<file path="src/rtl/hazard_pkg.sv">
// Shared definitions for the D-stage hazard scoreboard.
//   FWD_*       : forward-select codes driven on fwd_rs_sel / fwd_rt_sel
//   TUSE_NONE   : Tuse value meaning "operand not read"
//   sb_entry_t  : one scoreboard slot {dst, tnew}
//   sb_match_t  : result of looking up a source register in the scoreboard
//   tnew_dec    : saturating decrement used as entries age down the pipe
package hazard_pkg;

  localparam int SB_REG_AW = 5;
  localparam int SB_TNEW_W = 2;

  localparam logic [1:0] FWD_RF = 2'd0;
  localparam logic [1:0] FWD_E  = 2'd1;
  localparam logic [1:0] FWD_M  = 2'd2;
  localparam logic [1:0] FWD_W  = 2'd3;

  localparam logic [SB_TNEW_W-1:0] TUSE_NONE = '1;

  // dst == 0 marks an empty slot: $0 is never a real producer.
  typedef struct packed {
    logic [SB_REG_AW-1:0] dst;
    logic [SB_TNEW_W-1:0] tnew;
  } sb_entry_t;

  typedef struct packed {
    logic                 hit;
    logic [1:0]           stage;
    logic [SB_TNEW_W-1:0] tnew;
  } sb_match_t;

  // Floors at zero so a finished producer stays "ready" instead of wrapping.
  function automatic logic [SB_TNEW_W-1:0] tnew_dec(input logic [SB_TNEW_W-1:0] t);
    return (t == '0) ? '0 : t - SB_TNEW_W'(1);
  endfunction

endpackage

</file>
<file path="src/rtl/hazard_scoreboard_unit_md_busy_counter.sv">
// HI/LO multiply/divide busy counter.
//   clk, reset : core clock, async active-high reset (clears the count)
//   start      : a mult/multu/div/divu leaves D this cycle
//   is_div     : 1 = div/divu (DIV_CYCLES), 0 = mult/multu (MULT_CYCLES)
//   busy       : count is non-zero (registered state, valid the cycle after start)
module md_busy_counter #(
  parameter int MULT_CYCLES = 5,
  parameter int DIV_CYCLES  = 10
) (
  input  logic clk,
  input  logic reset,
  input  logic start,
  input  logic is_div,
  output logic busy
);

  localparam int CNT_W = $clog2(DIV_CYCLES + 1);
  localparam logic [CNT_W-1:0] MULT_LOAD = CNT_W'(MULT_CYCLES);
  localparam logic [CNT_W-1:0] DIV_LOAD  = CNT_W'(DIV_CYCLES);

  logic [CNT_W-1:0] md_cnt;

  // A new start reloads even if the previous operation is still counting.
  always_ff @(posedge clk or posedge reset) begin
    if (reset) begin
      md_cnt <= '0;
    end else if (start) begin
      md_cnt <= is_div ? DIV_LOAD : MULT_LOAD;
    end else if (md_cnt != '0) begin
      md_cnt <= md_cnt - CNT_W'(1);
    end
  end

  assign busy = (md_cnt != '0);

endmodule

</file>
<file path="src/rtl/hazard_scoreboard_unit.sv">
// D-stage hazard controller for the 5-stage MIPS core.
// Keeps a three-slot E/M/W scoreboard of {dst, remaining tnew} fed from decode,
// and derives stall and D-stage forwarding from it plus an HI/LO busy interlock.
//   clk, reset              : core clock, async active-high reset
//   D_rs, D_rt              : source indices of the D instruction
//   D_tuse_rs, D_tuse_rt    : Tuse per source (all-ones = not read)
//   D_regwrite, D_dst       : D instruction writes GPR D_dst
//   D_tnew                  : Tnew of the D instruction as it enters E
//   D_uses_md               : D instruction touches HI/LO
//   D_md_start, D_md_div    : D is mult/div (D_md_div selects div)
//   stall                   : freeze PC and F/D, bubble into E
//   fwd_rs_sel, fwd_rt_sel  : 0 regfile, 1 E, 2 M, 3 W
//   md_busy                 : HI/LO unit still working
module hazard_scoreboard_unit
  import hazard_pkg::*;
#(
  parameter int REG_AW      = SB_REG_AW,
  parameter int TNEW_W      = SB_TNEW_W,
  parameter int MULT_CYCLES = 5,
  parameter int DIV_CYCLES  = 10
) (
  input  logic              clk,
  input  logic              reset,
  input  logic [REG_AW-1:0] D_rs,
  input  logic [REG_AW-1:0] D_rt,
  input  logic [TNEW_W-1:0] D_tuse_rs,
  input  logic [TNEW_W-1:0] D_tuse_rt,
  input  logic              D_regwrite,
  input  logic [REG_AW-1:0] D_dst,
  input  logic [TNEW_W-1:0] D_tnew,
  input  logic              D_uses_md,
  input  logic              D_md_start,
  input  logic              D_md_div,
  output logic              stall,
  output logic [1:0]        fwd_rs_sel,
  output logic [1:0]        fwd_rt_sel,
  output logic              md_busy
);

  sb_entry_t sb_e, sb_m, sb_w;
  sb_match_t m_rs, m_rt;
  logic      data_stall_rs, data_stall_rt, md_stall;

  // Youngest producer wins; older writers of the same register are shadowed.
  function automatic sb_match_t find_producer(input logic [REG_AW-1:0] src,
                                              input sb_entry_t e,
                                              input sb_entry_t m,
                                              input sb_entry_t w);
    sb_match_t r;
    r = '0;
    if (src != '0) begin
      if (e.dst == src)      r = '{hit: 1'b1, stage: FWD_E, tnew: e.tnew};
      else if (m.dst == src) r = '{hit: 1'b1, stage: FWD_M, tnew: m.tnew};
      else if (w.dst == src) r = '{hit: 1'b1, stage: FWD_W, tnew: w.tnew};
    end
    return r;
  endfunction

  always_ff @(posedge clk or posedge reset) begin
    if (reset) begin
      sb_e <= '0;
      sb_m <= '0;
      sb_w <= '0;
    end else begin
      sb_w <= '{dst: sb_m.dst, tnew: tnew_dec(sb_m.tnew)};
      sb_m <= '{dst: sb_e.dst, tnew: tnew_dec(sb_e.tnew)};
      if (stall) begin
        sb_e <= '0;
      end else begin
        sb_e <= '{dst: D_regwrite ? D_dst : '0, tnew: D_tnew};
      end
    end
  end

  always_comb begin
    m_rs = find_producer(D_rs, sb_e, sb_m, sb_w);
    m_rt = find_producer(D_rt, sb_e, sb_m, sb_w);
  end

  // TUSE_NONE exceeds any live tnew, but it is excluded explicitly so the
  // intent does not depend on that numeric coincidence.
  assign data_stall_rs = m_rs.hit && (D_tuse_rs != TUSE_NONE) && (m_rs.tnew > D_tuse_rs);
  assign data_stall_rt = m_rt.hit && (D_tuse_rt != TUSE_NONE) && (m_rt.tnew > D_tuse_rt);

  assign fwd_rs_sel = (m_rs.hit && m_rs.tnew == '0) ? m_rs.stage : FWD_RF;
  assign fwd_rt_sel = (m_rt.hit && m_rt.tnew == '0) ? m_rt.stage : FWD_RF;

  assign md_stall = D_uses_md && md_busy;
  assign stall    = data_stall_rs | data_stall_rt | md_stall;

  // md_busy is registered, so feeding !stall into start forms no loop.
  md_busy_counter #(
    .MULT_CYCLES (MULT_CYCLES),
    .DIV_CYCLES  (DIV_CYCLES)
  ) u_md (
    .clk    (clk),
    .reset  (reset),
    .start  (D_md_start && !stall),
    .is_div (D_md_div),
    .busy   (md_busy)
  );

endmodule
</file>
<file path="config.mk">
export PLATFORM = sky130hd
export DESIGN_NAME = hazard_scoreboard_unit
export DESIGN_NICKNAME = d
export VERILOG_FILES = /design/src/rtl/hazard_pkg.sv /design/src/rtl/hazard_scoreboard_unit_md_busy_counter.sv /design/src/rtl/hazard_scoreboard_unit.sv
export SDC_FILE = /design/constraint.sdc
export NUM_CORES = 1
export LEC_CHECK = 0
export ABC_AREA = 1
export BUFFER_PORTS_ARGS = -buffer_cell sky130_fd_sc_hd__buf_2
export CAP_MARGIN = 20
export CORE_ASPECT_RATIO = 1.75
export CORE_MARGIN = 2
export CORE_UTILIZATION = 40
export CTS_BUF_LIST = sky130_fd_sc_hd__clkbuf_16
export CTS_CLUSTER_DIAMETER = 40
export DETAILED_ROUTE_END_ITERATION = 7
export PLACE_DENSITY = 0.72
export SETUP_SLACK_MARGIN = 0.3
export SKIP_LAST_GASP = 1
export SLEW_MARGIN = 0
export SYNTH_ARGS = -nofsm -noshare
export SYNTH_HDL_FRONTEND = slang
export SYNTH_SLANG_ARGS = --single-unit
</file>
<file path="constraint.sdc">
create_clock -name clk -period 2.9 [get_ports clk]
set_input_delay 0.58 -clock clk [delete_from_list [all_inputs] [get_ports clk]]
set_output_delay 0.58 -clock clk [all_outputs]
set_load 0.005 [all_outputs]
</file>
; ---- After elaboration in Yosys (flattened, before gate mapping)
; Cells that the tools add are included.
[totals]
reg_bits = 25
inputBits = 27
out_inout_bits = 6
word_cells = 56
[op_classes]
n_bitwise = 2
magnitude_cmp = 2
n_eq_ne = 8
muxes = 17
add_sub_neg = 3
reduce_logical = 17
[ops]
columns = cell, count
row1 = $mux W5, 9
row2 = $eq A5 B5 Y1, 6
row3 = $mux W4, 3
row4 = $reduce_bool A5 Y1, 2
row5 = $logic_and A1 B1 Y1, 8
row6 = $logic_not A2 Y1, 4
row7 = $mux W2, 4
row8 = $mux W7, 1
row9 = $gt A2 B2 Y1, 2
row10 = $ne A2 B2 Y1 const B, 2
row11 = $reduce_bool A4 Y1, 1
row12 = $sub A2 B1 Y2 const B, 2
row13 = $sub A4 B1 Y4 const B, 1
row14 = $or A1 B1 Y1, 2
row15 = $reduce_bool A2 Y1, 1
row16 = $logic_not A1 Y1, 1

; ---- Logic depth before layout (Yosys ltp)
; Gate-level depths: netlist of the first run.
[depth]
depth_word = 12
depth_mapped = 22
depth_no_buf = 22

; ---- Modules after synthesis
; Synthesis of the first run repeated with hierarchy kept, for this count alone.
[hier_totals]
cells_unflattened = 263
area_unflattened_um2 = 1905.6
[modules_own_cells]
columns = module, seq_area_each_um2, area_each_um2, n_inst, cells_per_inst
row1 = hazard_scoreboard_unit, 525.5, 1642.8, 1, 228
row2 = md_busy_counter, 100.1, 262.8, 1, 35

; ---- Least setup slack after synthesis of the first run
; OpenSTA, ideal clock, no wires.
[synth_path]
path_kind = input to output
start = in D_rt[1]
end = out stall
cell_stages = 16
n_path_buf = 0
setup_slack_ns = 0.215
arrival_time_ns = 2.105
t_required_ns = 2.320
path_cell_list = xor2_1 > nor2_1 > nand3_2 > inv_2 > nor2_1 > nand2_1 > nand2_1 > nand3_1 > inv_1 > ha_1 > inv_1 > nor2_1 > o21ai_0 > a21oi_1 > nand3_2 > nand3_4
[synth_between]
elab_chain_cells = 9
elab_cells_between_ends = 13
cone_classes = order compare (1) / eq/ne (3) / mux (4) / bitwise (2) / reduce/logical (3)
[synth_rtl]
columns = item, line_no
row1 = start: declaration, hazard_scoreboard_unit.sv:25  ; input logic [REG_AW-1:0] D_rt,
row2 = $eq A5 B5 Y1, hazard_scoreboard_unit.sv:54  ; else if (w.dst == src) r = '{hit: 1'b1, stage: FWD_W, tnew: w.tnew};
row3 = $mux W5, hazard_scoreboard_unit.sv:54
row4 = $mux W5, hazard_scoreboard_unit.sv:53  ; else if (m.dst == src) r = '{hit: 1'b1, stage: FWD_M, tnew: m.tnew};
row5 = $mux W5, hazard_scoreboard_unit.sv:52  ; if (e.dst == src) r = '{hit: 1'b1, stage: FWD_E, tnew: e.tnew};
row6 = $mux W5 (*), hazard_scoreboard_unit.sv:51  ; if (src != '0) begin
row7 = $gt A2 B2 Y1 / $logic_and A1 B1 Y1 (equally long branches), hazard_scoreboard_unit.sv:83  ; assign data_stall_rt = m_rt.hit && (D_tuse_rt != TUSE_NONE) && (m_rt.tnew > D_tuse_rt);
row8 = $logic_and A1 B1 Y1 (*), hazard_scoreboard_unit.sv:83
row9 = $or A1 B1 Y1 (*) (2 in series), hazard_scoreboard_unit.sv:89  ; assign stall = data_stall_rs | data_stall_rt | md_stall;
row10 = end: declaration, hazard_scoreboard_unit.sv:34  ; output logic stall,
; Mark *: on every way between the ends. The rest lies on a longest branch, timed or not.

; ---- Final worst setup path of the first run
[layout_path]
start = in D_rt[2]
end = out stall
; The elaborated chain is that of the path after synthesis.

==> flow_metrics.tcl, run 1 <==
set metrics [dict create \
    status "finished, violations left" \
    violations "negative setup slack" \
    start_util_pct 41.1 \
    synth_nets 292 \
    clk_latency_ns 0.26 \
    cts_hold_buf 0 \
    dp_hpwl_um 3420 \
    dp_cells 365 \
    final_cell_mix "91 x nand2_1, 37 x inv_1, 32 x buf_4" \
    synth-compound-area-share_pct 5.44 \
    cap_violations 0 \
    nets 364 \
    syn_area_um2 1800 \
    combPwrFrac_pct 35.1 \
    final.setup.worst_slack_ns -0.154 \
    synth.yosys.seq_area_share_pct 34.8 \
    p_sw_share_pct 34.0 \
    detail_route.iter0.violations 19 \
    period_share_pct 105 \
    hold_depth 0 \
    die_h_um 92.6 \
    numCtsBuffers 3 \
    coreArea_um2 4360 \
    start_kind "input port" \
    post_synth.cell_area_avg_um2 6.93 \
    hold_class "flip-flop to flip-flop" \
    io_pins 33 \
    finalSetupViolCount 3 \
    via_per_inst 4.69 \
    cp.arrival_ns 2.47 \
    clock.fmax_mhz 327 \
    slowest_delay_ns 0.26 \
    slew-limit-headroom_pct 36.3 \
    clkPwrFrac_pct 26.6 \
    layout_min_cycle_time_ns 3.05 \
    antenna_found_initial 0 \
    drv_slew 0 \
    crit_cells 20 \
    synthSimpleGateAreaFrac_pct 39.2 \
    cp_common_cell "nand2_1" \
    cts_buffer_depth 2 \
    antenna_cells 0 \
    rows 32 \
    netSwitchingPower_mw 0.401 \
    drive_gt1_share_pct 34.8 \
    cp-end-kind "primary output" \
    drtAntennaViolNets 0 \
    grt_usage_pct 18.9 \
    syn_inst 259 \
    grt_max_degree 26 \
    yosys_register_bits 25 \
    overflow 0 \
    synth_cell_type_count 25 \
    rr_worst_depth 20 \
    postPlaceCellArea_um2 2190 \
    n_fill_cell 422 \
    drt-wirelength-per-cell_um 12.1 \
    die_area_um2 5060 \
    cts_tree "built" \
    final_area_um2 2490 \
    io_buffers 32 \
    htreeDepth 1 \
    muxShareOfSynthArea_pct 0 \
    synth_fa_ha_area_share_pct 4.18 \
    seqPwrFrac_pct 38.4 \
    synth_top_family_by_area "simple AND/OR/NAND/NOR gates" \
    crit_chain "buf_2 -> inv_2 -> nand2_1 -> nand2_1 -> nor2_2 -> nand3_2 -> inv_2 -> nor2_2 -> nand2_1 -> nand2_1 -> nand3_2 -> inv_2 -> ha_4 -> inv_1 -> nor2_1 -> o21ai_1 -> a21oi_2 -> nand3_2 -> nand3_4 -> buf_6" \
    timing.hold.ws_ns 0.443 \
    min_to "sb_m[4]" \
    grt_setup_unrepaired "yes" \
    critical_path_class "input port to primary output" \
    finish.utilization_pct 57.1 \
    worstPathBufferInverterCount 6 \
    clockRootBuffer "clkbuf_16" \
    grt_first_pass_wirelength_um 7000 \
    path_clk_slew_ns 0.07 \
    routed_wl_um 4620 \
    tns_ns -0.329 \
    drc 0 \
    timing.rr.end "u_md.md_cnt[1]" \
    required_ns 2.32 \
    area_delta_synth_final_pct 38.7 \
    final_common_cell "nand2_1" \
    rrSetupSlack_ns 0.30 \
    grt_pass1_vias 1711 \
    hp-start "sb_e[4]" \
    crit_slowest_cell "ha_4" \
    synth_xor_area_share_pct 5.85 \
    finalNonFillerCells 381 \
    rr_startpoint "sb_m[3]" \
    intPower_mw 0.778 \
    cp_max_fo 4 \
    total_power_mw 1.18 \
    gp_congestion 0.880 \
    finalClockSkew_ns 0.00506 \
    vias 1786 \
    p_leak_nw 1.39 \
    firstDrtPassIters 5 \
    die_w_um 54.6 \
    ys.warnings.count 0 \
    hold_viol 0 \
    tightest_slew_ns 0.954 \
    ir_worst_vdd_uv 534 \
    dp_slack_ns -0.159 \
    power_density_nw_per_um2 474 \
    cts.sinks 25 \
    critPathTopFamily "simple AND/OR/NAND/NOR gates" \
]
## worst reg2reg max path, delay by kind of cell, from the launching register on
family	cells	cell delay, ns
and+or+nand+nor	11	0.97
DFF	1	0.43
buffers and inverters	4	0.35
AOI/OAI and AO/OA	3	0.31
adders and majority gates	1	0.26
xor gates and xnor gates	1	0.18
## sequential cells by signal (all words and copies together), names as in the netlist
signal and count:
sb_e 7, sb_m 7, sb_w 7, u_md.md_cnt 4
## power by group through the flow
stage	Clock (mW)	Sequential, mW	Combinational (mW)
finish	0.313	0.453	0.413
CTS	0.317	0.451	0.391
global route	0.333	0.458	0.465
floorplan	0	0.442	0.262
global placement	0	0.453	0.359
detailed placement	0	0.458	0.372
## worst max path at each step
stage / from / to
2_1_floorplan: D_rt[0] / stall
3_3_place_gp: D_rs[4] / stall
3_5_place_dp: D_rt[3] / stall
4_1_cts: D_rt[1] / fwd_rt_sel[0]
5_1_grt: D_rt[2] / stall
6_report: D_rt[2] / stall
## cells by family (layout without fill, tap and decap cells)
group,after synthesis,count (layout)
adders and majority gates,6,6
DFF,25,25
buffers and inverters,50,121
and+or+nand+nor,150,150
xor gates and xnor gates,12,12
AOI/OAI and AO/OA,16,16
## repair_timing
item / in CTS / in global routing
pin swaps: 4 / 14
gates resized for setup: 8 / 24
gates cloned: 0 / 0
buffers inserted: 6 / 6
endpoints found under the setup margin: 2 / 16
## layer usage
metal / GRT usage (%) / up-vias / routed length, um
met4: 8.54 / 0 / 126
met2: 35.6 / 42 / 2690
met5: 0 / - / 0
met1: 19.6 / 816 / 1660
li1: - / 920 / -
met3: 0.968 / 8 / 137
## Yosys cell counts
master    count  area share, %
inv_1        38            7.9
nor2_1       31            6.5
nor2_4        4            2.5
a22o_1        1           0.49
nand2_2       2           0.70
o21ai_1       3           0.84
clkinv_1      2           0.42
nand3_1       4            1.1
nor2_2        2           0.70
dfrtp_1      25             35
nor3_1        2           0.56
nand2_1      91             19
xnor2_1       6            2.9
inv_2        10            2.1
xor2_1        6            2.9
nand3b_1      2           0.84
o211ai_1      1           0.42
a21oi_1       7            2.0
a21oi_2       1           0.49
nand3_2       6            3.3
ha_1          6            4.2
o21ai_0       2           0.56
nand4_1       3            1.0
nand3_4       3            2.9
o211ai_2      1           0.70
## final cells by class
cell class	instances	area [um^2]	share of cell area, %
inverters	50	188	7.54
flip-flops and latches	25	626	25.1
repair buffers	67	478	19.2
clock inverters	1	7.51	0.302
multi-input cells	184	1050	42.3
well taps	51	63.8	2.56
clock buffers	3	75.1	3.02
Power figures use the tool's default switching activity.
==> inputs of run 2 (changes only) <==
--- a/config.mk
+++ b/config.mk
@@ -6,7 +6,6 @@
 export NUM_CORES = 1
 export LEC_CHECK = 0
 export ABC_AREA = 1
-export BUFFER_PORTS_ARGS = -buffer_cell sky130_fd_sc_hd__buf_2
 export CAP_MARGIN = 20
 export CORE_ASPECT_RATIO = 1.75
 export CORE_MARGIN = 2
@@ -14,7 +13,8 @@
 export CTS_BUF_LIST = sky130_fd_sc_hd__clkbuf_16
 export CTS_CLUSTER_DIAMETER = 40
 export DETAILED_ROUTE_END_ITERATION = 7
-export PLACE_DENSITY = 0.72
+export DONT_BUFFER_PORTS = 1
+export PLACE_DENSITY = 0.65
 export SETUP_SLACK_MARGIN = 0.3
 export SKIP_LAST_GASP = 1
 export SLEW_MARGIN = 0
==> run 2 against run 1 <==
The run still ends with negative setup slack left. Non-clock buffer count down 53. Clock power fell by 4%. Critical path type is now flip-flop to primary output. Worst hold slack lost 0.18 ns. Fmax rose by 5.1%. Sequential share of layout area grew 4.5 points. Via count down 13%. Final cell count decreased by 14%.
==> flow_metrics.tcl, run 2 (synthesis gave the netlist of run 1 again) <==
set metrics [dict create \
    status "finished, violations left" \
    violations "negative setup slack" \
    crit_chain "buf_4 -> nand2_1 -> nand2_2 -> nor2_4 -> nand3_4 -> nand3_2 -> o211ai_1 -> nand2_1 -> inv_2 -> ha_1 -> a22o_1 -> nor2_2 -> nand3_4 -> nand3_4" \
    final.setup.worst_slack_ns -0.00528 \
    timing.rr.end "u_md.md_cnt[1]" \
    routed_wl_um 3830 \
    die_h_um 92.6 \
    critical_path_class "flip-flop to primary output" \
    slew-limit-headroom_pct 80.2 \
    antenna_cells 0 \
    drtAntennaViolNets 0 \
    hold_viol 0 \
    seqPwrFrac_pct 41.2 \
    p_leak_nw 1.14 \
    required_ns 2.32 \
    clkPwrFrac_pct 27.7 \
    overflow 0 \
    period_share_pct 100 \
    dp_slack_ns 0.0705 \
    firstDrtPassIters 5 \
    final_common_cell "nand2_1" \
    area_delta_synth_final_pct 17.8 \
    clock.fmax_mhz 344 \
    reg_top3 "sb_e (7), sb_m (7), sb_w (7)" \
    hold_class "input port to asynchronous set/reset pin" \
    start_kind "flip-flop" \
    coreArea_um2 4360 \
    antenna_found_initial 0 \
    detail_route.iter0.violations 20 \
    htreeDepth 1 \
    netSwitchingPower_mw 0.356 \
    critPathTopFamily "simple AND/OR/NAND/NOR gates" \
    intPower_mw 0.735 \
    finalSetupViolCount 1 \
    drive_gt1_share_pct 21.7 \
    numCtsBuffers 3 \
    rrSetupSlack_ns 0.35 \
    p_sw_share_pct 32.6 \
    cts.sinks 25 \
    grt_max_degree 26 \
    drt-wirelength-per-cell_um 11.7 \
    grt_first_pass_wirelength_um 6470 \
    tns_ns -0.00528 \
    cp-end-kind "primary output" \
    cts_buffer_depth 2 \
    layout_min_cycle_time_ns 2.91 \
    rr_worst_depth 19 \
    ir_worst_vdd_uv 450 \
    path_clk_slew_ns 0.06 \
    final_cell_mix "90 x nand2_1, 36 x inv_1, 25 x nor2_1, 25 x dfrtp_1, 13 x buf_4" \
    setup.worst_path.start "sb_m[3]" \
    cp_common_cell "nand3_4" \
    crit_slowest_cell "dfrtp_1" \
    dp_cells 314 \
    slowest_delay_ns 0.40 \
    grt_setup_unrepaired "yes" \
    rr_startpoint "sb_m[3]" \
    timing.hold.ws_ns 0.259 \
    grt_usage_pct 17.4 \
    total_power_mw 1.09 \
    die_w_um 54.6 \
    start_util_pct 41.1 \
    cp.arrival_ns 2.33 \
    clockRootBuffer "clkbuf_16" \
    grt_pass1_vias 1502 \
    finalNonFillerCells 328 \
    nets 311 \
    io_pins 33 \
    vias 1560 \
    combPwrFrac_pct 31.2 \
    die_area_um2 5060 \
    finalClockSkew_ns 0.00183 \
    cp_max_fo 6 \
    via_per_inst 4.76 \
    worstPathBufferInverterCount 2 \
    drc 0 \
    io_buffers 0 \
    tightest_slew_ns 0.294 \
    power_density_nw_per_um2 516 \
    endpoint "stall" \
    cap_violations 0 \
    drv_slew 0 \
    cts_tree "built" \
    rows 32 \
    clk_latency_ns 0.26 \
    dp_hpwl_um 3120 \
    gp_congestion 0.788 \
    crit_cells 14 \
]
-- run 2: cell count changes in the layout (fill, tap and decap cells not counted), sizes merged --
cell      delta
buf         -53
clkinv       +2
clkinvlp     -1
inv          -1
-- run 2: how the worst min path moves through the flow --
stage	slack, ns	cells after the start	endpoint
after global routing	0.27	2	sb_w[2]
after detailed placement	0.42	0	sb_m[3]
final	0.26	2	sb_w[3]
after CTS	0.42	2	sb_e[4]
after global placement	0.42	0	sb_m[3]
after floorplan	0.39	0	sb_m[3]
-- run 2: power by group through the flow --
stage / clock network [mW] / logic [mW] / registers [mW]
2_1_floorplan: 0 / 0.262 / 0.442
3_3_place_gp: 0 / 0.312 / 0.454
3_5_place_dp: 0 / 0.314 / 0.455
4_1_cts: 0.311 / 0.322 / 0.449
5_1_grt: 0.324 / 0.400 / 0.459
6_report: 0.302 / 0.340 / 0.449
-- run 2: cell type report --
class	instances	area [um^2]
Timing Repair Buffer	14	125
Inverter	50	188
Multi-Input combinational cell	184	1030
Tap cell	51	63.8
Fill cell	435	2250
Clock inverter	1	5.00
Clock buffer	3	75.1
Sequential cell	25	626
-- run 2: stage by stage --
stage                     utilization [%]  instance area [um^2]
after detailed placement             43.3                  1890
after CTS                            45.6                  1990
after global routing                 48.5                  2110
after global placement               43.3                  1890
after floorplan                         -                  1800
final                                48.5                  2110
-- run 2: what timing repair did --
item                       4_1_cts  5_1_grt
buffers inserted                 2        7
pin swaps                        3       11
resized for setup                1       13
setup endpoints to repair        2       12
hold buffers                     0        0
-- run 2: layer usage --
| metal | GRT usage [%] | routed length (um) | vias to the layer above |
|---|---|---|---|
| met4 | 5.63 | 59 | 0 |
| met5 | 0 | 0 | - |
| met3 | 2.74 | 184 | 5 |
| li1 | - | - | 812 |
| met2 | 31.0 | 2220 | 28 |
| met1 | 19.9 | 1370 | 715 |
